**config.mk**
```make
export PLATFORM = sky130hd
export DESIGN_NAME = asi_r
export DESIGN_NICKNAME = d
export VERILOG_FILES = /design/src/rtl/asi_r.sv
export SDC_FILE = /design/constraint.sdc
export NUM_CORES = 2
export LEC_CHECK = 0
export CORE_MARGIN = 8
export CORE_UTILIZATION = 30
export DETAILED_ROUTE_END_ITERATION = 10
export PLACE_DENSITY = 0.45
export SYNTH_ARGS = -nofsm -noshare
export SYNTH_HDL_FRONTEND = slang
export SYNTH_SLANG_ARGS = --single-unit
export TNS_END_PERCENT = 30
```
**constraint.sdc**
```tcl
create_clock -name ACLK -period 10.57 [get_ports ACLK]
set_input_delay 1.057 -clock ACLK [delete_from_list [all_inputs] [get_ports ACLK]]
set_output_delay 1.057 -clock ACLK [all_outputs]
set_load 0.05 [all_outputs]
```
**src/rtl/asi_r.sv**
```systemverilog
// AXI slave read interface: accepts AR bursts, issues per-beat reads to a fixed-latency
// user memory port and returns the data on the R channel through an internal FIFO.
module asi_r #(
    parameter int AXI_DW     = 128,
    parameter int AXI_AW     = 40,
    parameter int AXI_IW     = 8,
    parameter int AXI_LW     = 8,
    parameter int AXI_SW     = 3,
    parameter int AXI_BURSTW = 2,
    parameter int AXI_RRESPW = 2,
    parameter int ASI_RD     = 16,
    parameter int USR_RL     = 1
) (
    input  logic                  ACLK,
    input  logic                  ARESETn,
    input  logic [AXI_IW-1:0]     ARID,
    input  logic [AXI_AW-1:0]     ARADDR,
    input  logic [AXI_LW-1:0]     ARLEN,
    input  logic [AXI_SW-1:0]     ARSIZE,
    input  logic [AXI_BURSTW-1:0] ARBURST,
    input  logic                  ARVALID,
    output logic                  ARREADY,
    output logic [AXI_IW-1:0]     RID,
    output logic [AXI_DW-1:0]     RDATA,
    output logic [AXI_RRESPW-1:0] RRESP,
    output logic                  RLAST,
    output logic                  RVALID,
    input  logic                  RREADY,
    output logic                  usr_re,
    output logic [AXI_AW-1:0]     usr_raddr,
    output logic [AXI_SW-1:0]     usr_rsize,
    input  logic [AXI_DW-1:0]     usr_rdata
);

    localparam int RD_AW = $clog2(ASI_RD);
    localparam int CW    = RD_AW + 1;
    localparam int EW    = AXI_IW + AXI_DW + AXI_RRESPW + 1;

    localparam logic [AXI_SW-1:0]     MAX_SIZE    = AXI_SW'($clog2(AXI_DW / 8));
    localparam logic [AXI_RRESPW-1:0] RESP_OKAY   = '0;
    localparam logic [AXI_RRESPW-1:0] RESP_SLVERR = AXI_RRESPW'(2);

    localparam logic [AXI_BURSTW-1:0] BURST_FIXED = AXI_BURSTW'(0);
    localparam logic [AXI_BURSTW-1:0] BURST_INCR  = AXI_BURSTW'(1);
    localparam logic [AXI_BURSTW-1:0] BURST_WRAP  = AXI_BURSTW'(2);

    localparam logic [0:0] IDLE  = 1'b0;
    localparam logic [0:0] BURST = 1'b1;

    logic [0:0]            state;
    logic                  ar_rdy;
    logic [AXI_IW-1:0]     id_q;
    logic [AXI_AW-1:0]     addr_q;
    logic [AXI_LW-1:0]     len_q;
    logic [AXI_SW-1:0]     size_q;
    logic [AXI_BURSTW-1:0] burst_q;
    logic                  err_q;
    logic [AXI_LW-1:0]     beat_q;
    logic [CW-1:0]         credit;

    logic                  ar_hs;
    logic                  ar_err;
    logic                  wrap_len_ok;
    logic                  issue;
    logic                  last_beat;

    logic [AXI_AW-1:0]     bytes;
    logic [AXI_AW-1:0]     incr_addr;
    logic [AXI_AW-1:0]     wrap_total;
    logic [AXI_AW-1:0]     wrap_lo;
    logic [AXI_AW-1:0]     next_addr;

    logic                  pipe_vld  [USR_RL];
    logic                  pipe_last [USR_RL];
    logic [AXI_RRESPW-1:0] pipe_resp [USR_RL];
    logic [AXI_IW-1:0]     pipe_id   [USR_RL];

    logic [EW-1:0]         fifo_mem [ASI_RD];
    logic [RD_AW:0]        wp;
    logic [RD_AW:0]        rp;
    logic                  fifo_empty;
    logic                  fifo_full;
    logic                  fifo_wr;
    logic                  fifo_rd;
    logic [AXI_DW-1:0]     wr_data;
    logic [EW-1:0]         wr_entry;
    logic [EW-1:0]         head;

    assign ar_hs       = ARVALID && ar_rdy;
    assign wrap_len_ok = (ARLEN == AXI_LW'(1)) || (ARLEN == AXI_LW'(3)) ||
                         (ARLEN == AXI_LW'(7)) || (ARLEN == AXI_LW'(15));
    assign ar_err      = (ARBURST == AXI_BURSTW'(3)) ||
                         ((ARBURST == BURST_WRAP) && !wrap_len_ok) ||
                         (ARSIZE > MAX_SIZE);

    // Credit covers both the FIFO and the user-latency pipeline, so the FIFO can never overflow.
    assign issue     = (state == BURST) && (credit < CW'(ASI_RD));
    assign last_beat = (beat_q == len_q);

    assign bytes      = AXI_AW'(1) << size_q;
    assign incr_addr  = (addr_q & ~(bytes - AXI_AW'(1))) + bytes;
    assign wrap_total = (AXI_AW'(len_q) + AXI_AW'(1)) << size_q;
    assign wrap_lo    = addr_q & ~(wrap_total - AXI_AW'(1));

    always_comb begin
        next_addr = incr_addr;
        case (burst_q)
            BURST_FIXED: next_addr = addr_q;
            BURST_INCR:  next_addr = incr_addr;
            BURST_WRAP:  next_addr = (incr_addr == wrap_lo + wrap_total) ? wrap_lo : incr_addr;
            default:     next_addr = incr_addr;
        endcase
    end

    always_ff @(posedge ACLK or negedge ARESETn) begin
        if (!ARESETn) begin
            state   <= IDLE;
            ar_rdy  <= 1'b0;
            id_q    <= '0;
            addr_q  <= '0;
            len_q   <= '0;
            size_q  <= '0;
            burst_q <= '0;
            err_q   <= 1'b0;
            beat_q  <= '0;
        end else begin
            case (state)
                IDLE: begin
                    if (ar_hs) begin
                        id_q    <= ARID;
                        addr_q  <= ARADDR;
                        len_q   <= ARLEN;
                        size_q  <= ARSIZE;
                        burst_q <= ARBURST;
                        err_q   <= ar_err;
                        beat_q  <= '0;
                        state   <= BURST;
                        ar_rdy  <= 1'b0;
                    end else begin
                        ar_rdy  <= 1'b1;
                    end
                end
                BURST: begin
                    if (issue) begin
                        beat_q <= beat_q + AXI_LW'(1);
                        addr_q <= next_addr;
                        if (last_beat) begin
                            state  <= IDLE;
                            ar_rdy <= 1'b1;
                        end
                    end
                end
                default: begin
                    state  <= IDLE;
                    ar_rdy <= 1'b0;
                end
            endcase
        end
    end

    always_ff @(posedge ACLK or negedge ARESETn) begin
        if (!ARESETn) begin
            credit <= '0;
        end else begin
            case ({issue, fifo_rd})
                2'b10:   credit <= credit + CW'(1);
                2'b01:   credit <= credit - CW'(1);
                default: credit <= credit;
            endcase
        end
    end

    // The ID travels with each beat because a new burst may start before the old one drains.
    always_ff @(posedge ACLK or negedge ARESETn) begin
        if (!ARESETn) begin
            for (int i = 0; i < USR_RL; i++) begin
                pipe_vld[i]  <= 1'b0;
                pipe_last[i] <= 1'b0;
                pipe_resp[i] <= '0;
                pipe_id[i]   <= '0;
            end
        end else begin
            pipe_vld[0]  <= issue;
            pipe_last[0] <= last_beat;
            pipe_resp[0] <= err_q ? RESP_SLVERR : RESP_OKAY;
            pipe_id[0]   <= id_q;
            for (int i = 1; i < USR_RL; i++) begin
                pipe_vld[i]  <= pipe_vld[i-1];
                pipe_last[i] <= pipe_last[i-1];
                pipe_resp[i] <= pipe_resp[i-1];
                pipe_id[i]   <= pipe_id[i-1];
            end
        end
    end

    assign fifo_empty = (wp == rp);
    assign fifo_full  = (wp[RD_AW] != rp[RD_AW]) && (wp[RD_AW-1:0] == rp[RD_AW-1:0]);
    assign fifo_wr    = pipe_vld[USR_RL-1];
    assign fifo_rd    = !fifo_empty && RREADY;
    assign wr_data    = (pipe_resp[USR_RL-1] == RESP_SLVERR) ? {AXI_DW{1'b0}} : usr_rdata;
    assign wr_entry   = {pipe_id[USR_RL-1], wr_data, pipe_resp[USR_RL-1], pipe_last[USR_RL-1]};

    always_ff @(posedge ACLK or negedge ARESETn) begin
        if (!ARESETn) begin
            wp <= '0;
            rp <= '0;
        end else begin
            if (fifo_wr) wp <= wp + (RD_AW+1)'(1);
            if (fifo_rd) rp <= rp + (RD_AW+1)'(1);
        end
    end

    always_ff @(posedge ACLK) begin
        if (fifo_wr) fifo_mem[wp[RD_AW-1:0]] <= wr_entry;
    end

    assert property (@(posedge ACLK) disable iff (!ARESETn) fifo_wr |-> !fifo_full);

    // Outputs read as zero while the FIFO is empty, which also gives clean reset values.
    assign head = fifo_empty ? {EW{1'b0}} : fifo_mem[rp[RD_AW-1:0]];
    assign {RID, RDATA, RRESP, RLAST} = head;
    assign RVALID    = !fifo_empty;
    assign ARREADY   = ar_rdy;
    assign usr_re    = issue && !err_q;
    assign usr_raddr = addr_q;
    assign usr_rsize = size_q;

endmodule

```
==> metrics.cfg <==
[floorplan]
design.core.area_um2 = 314000
dieArea_um2 = 334000
rows = 206
die_w_um = 578
pin_count = 378
initial_core_util_pct = 30.1
die_h_um = 578

[timing]
rsz0062_at_grt = no
hold_viol_final = 0
hold_ws_ns = 0.289
final_max_slew_viol_count = 0
period_minus_slack_ns = 8.78
skew_ns = 0.0342
fmax_mhz = 114
tightest_slew_ns = 1.18
final.setup.tns_ns = 0
maxSlewHeadroom_pct = 21.1
fin_crit_sh_pct = 83.1
finalSetupViolations = 0
worst_slack_ns = 1.79

[run]
cap_violations = 0

[global_routing]
gr-usage-all-layers_pct = 16.2
grt_pass1_wl_um = 394000
grt_max_degree = 137
grt_pass1_vias = 51900
grt_antenna_before_repair = 23
overflow = 0

[yosys]
synth_top_area_share_pct = 70.0
ys_types = 101
netlist_area_um2 = 94700
synth_warnings = 0
yosysSeqAreaShare_pct = 72.6
yosys-top-cells-area = edfxtp_1, mux4_2, dfrtp_1, nor2b_1, nand2_1
synth_top_area_cell = edfxtp_1
synth_edf_count = 2208
synthArstFlopShare_pct = 4.25
syn_inst = 4721
ys.flop_type = edfxtp_1
post_synth.cell_area_avg_um2 = 20.1
syn_nets = 4942
ys_ff_latch = 2306

[layout]
drive_above_1_share_pct = 22.8
final_design_area_no_fill_um2 = 112000
syn2layout_area_growth_pct = 18.5
layout.cells.non_filler = 9577
finalNetCount = 5410
fillers = 29300

[route]
vias = 48600
wl_per_cell_um = 29.0
routed_via_density = 5.08
wl_um = 277000
ant_nets = 0
dr.first_iter.drc_count = 4218
drc_errors = 0
drt_pass1_iterations = 5

[clock_tree]
holdBufCountCts = 0
cts_tree = built
cts.root.buffer_cell = clkbuf_16
clkLatencyLatePin_ns = 0.88
ctsResizeCount = 0
cts_buffer_depth = 4
cts_setup_buffers = 0
clock-sinks = 2306
clk_pin_slew_ns = 0.08
numCtsBuffers = 271
cts_max_level = 5

[pwr]
intPower_w = 0.0212
leakagePower_nw = 35.7
ir_worst_vdd_v = 0.000254
seq_power_share_pct = 35.4
power_switching_share_pct = 35.0
power_frac_comb_pct = 36.6
power_frac_clock_pct = 28.0
power_density_nw_per_um2 = 291
p_sw_w = 0.0115

[critical_path]
worst_setup_path_start_kind = flop
reg2reg_from = len_q[0]
end_kind = flop
crit_required_ns = 11.30
crit_arrival_ns = 9.51
worstSetupPathType = flop to flop
worstSetupStartpoint = len_q[0]
critPathMaxFanout = 43

[placement]
post-place-ws_ns = 1.90
dpl.hpwl_um = 152000
numPortBuffers = 376
placed_cells = 9076
finalWeightedCongestion = 0.864
postPlaceCellArea_um2 = 104000

[status]
status = finished, final reports clean

[min_path]
min_path_type = input port to async pin

-- synth_stat cells (all sizes together) (23+ instances only) --
cell type and n:
nand4 34, a21oi 73, clkbuf 191, and2 23
nor2 87, o21ai 80, nor3b 23, edfxtp 2208
o211ai 24, nor2b 272, dfrtp 98, nand3 70
mux4 690, nor3 48, and3 32, nor4 23
nand2 195, ha 27, inv 31, xor2 39
xnor2 68, buf 91
-- path summary, 6_finish.rpt --
kind | to | slack, ns | cells past startpoint
max reg2reg | usr_raddr[24] | 1.79 | 27
min reg2reg | pipe_id[5] | 0.36 | 0
min | usr_raddr[15] | 0.29 | 1
max | usr_raddr[24] | 1.79 | 27
min in group ACLK | pipe_id[5] | 0.36 | 0
max in group asynchronous | rp[2] | 8.95 | 2
-- power by group through the flow --
stage | logic, W | clock network [W] | registers (W)
6_report | 0.0120 | 0.00915 | 0.0116
3_3_place_gp | 0.0124 | 0 | 0.0117
4_1_cts | 0.0124 | 0.00942 | 0.0116
2_1_floorplan | 0.00791 | 0 | 0.0117
5_1_grt | 0.0127 | 0.00974 | 0.0117
3_5_place_dp | 0.0123 | 0 | 0.0118
-- final cells by class --
| type | instances | area, µm² | share of cell area, % |
|---|---|---|---|
| well taps | 4160 | 5200 | 4.64 |
| diodes | 10 | 25.0 | 0.0223 |
| multi-input cells | 2100 | 24700 | 22.1 |
| flip-flops and latches | 2306 | 68800 | 61.3 |
| clock buffers | 354 | 7250 | 6.46 |
| clock inverters | 137 | 1390 | 1.24 |
| repair buffers | 477 | 4680 | 4.17 |
| inverters | 33 | 124 | 0.110 |
-- critical path, cell delays in order (launching register included) --
cell	delay [ns]
dfrtp_1	0.86
ha_1	0.43
or2_2	0.38
nand3_1	0.15
ha_1	0.30
o31ai_1	0.12
o21ai_1	0.47
nand3_1	0.28
nor3_1	0.57
nand2_1	0.13
xor2_1	0.17
nand2_1	0.14
inv_1	0.06
ha_1	0.20
a21o_1	0.17
a21o_1	0.18
a21oi_1	0.26
o21ai_0	0.16
a211oi_1	0.55
o21ai_1	0.39
nand4_1	0.20
xor3_1	0.45
nor2_1	0.13
or4b_4	0.49
nor4_4	0.40
nand2_4	0.42
mux2i_1	0.24
a221o_1	0.33
-- per-stage QoR --
| stage | util (%) | power, W |
|---|---|---|
| after floorplan | - | 0.0196 |
| after global placement | 32.9 | 0.0241 |
| after detailed placement | 32.9 | 0.0241 |
| after CTS | 35.7 | 0.0334 |
| after global routing | 35.7 | 0.0341 |
| final | 35.7 | 0.0327 |
-- flip-flops by register name, summed over array words and instances, names as in the netlist, 8 cells and up --
| register | cells |
|---|---|
| beat_q | 8 |
| fifo_mem | 2208 |
| id_q | 8 |
| len_q | 8 |
| pipe_id | 8 |
| usr_raddr | 40 |
-- layout by cell type, fill, tap and decap left out, types with 12 or more instances in the layout --
master              n
bufinv_16          21
o211ai_1           24
xor2_1             39
o21ai_0            71
ha_1               27
nand4_1            33
clkbuf_16         276
xnor2_1            67
buf_12             13
nor2b_1           272
nor3_1             41
nor4_1             16
clkinv_1           55
a31oi_1            14
clkdlybuf4s50_1   375
dfrtp_1            93
a21oi_1            70
o31ai_1            12
and3_1             32
mux2i_1            20
clkbuf_1           73
a21o_1             15
nor2_1             73
edfxtp_1         2208
clkinv_2           28
inv_1              31
nand2b_1           21
inv_6              14
buf_4              89
a211oi_1           16
or3_1              18
nor3b_1            23
mux4_2            690
nand3_1            69
or2_2              12
and2_1             23
nand2_1           194
nor2_4             13
-- per-layer routing --
metal	global-route usage [%]	up-vias	part of all wire [%]	routed length, µm
li1	-	20500	-	-
met1	22.5	26400	44	123000
met2	26.5	1403	48	132000
met3	3.19	382	5.9	16400
met4	3.72	10	2.1	5850
met5	0	-	0.025	69
-- cells by family (layout without fill, tap and decap cells) --
kind of cell	count (synthesis)	count (layout)	share of synthesized area, %
fa+ha+maj	28	28	0.378
flops	2306	2306	72.6
other cells	1	11	0.00396
simple gates	903	903	5.31
compound gates	341	341	2.47
xor+xnor	113	113	1.15
mux	714	714	16.7
buf+inv	315	1001	1.38
No activity file was read; power rests on OpenSTA's default activity.
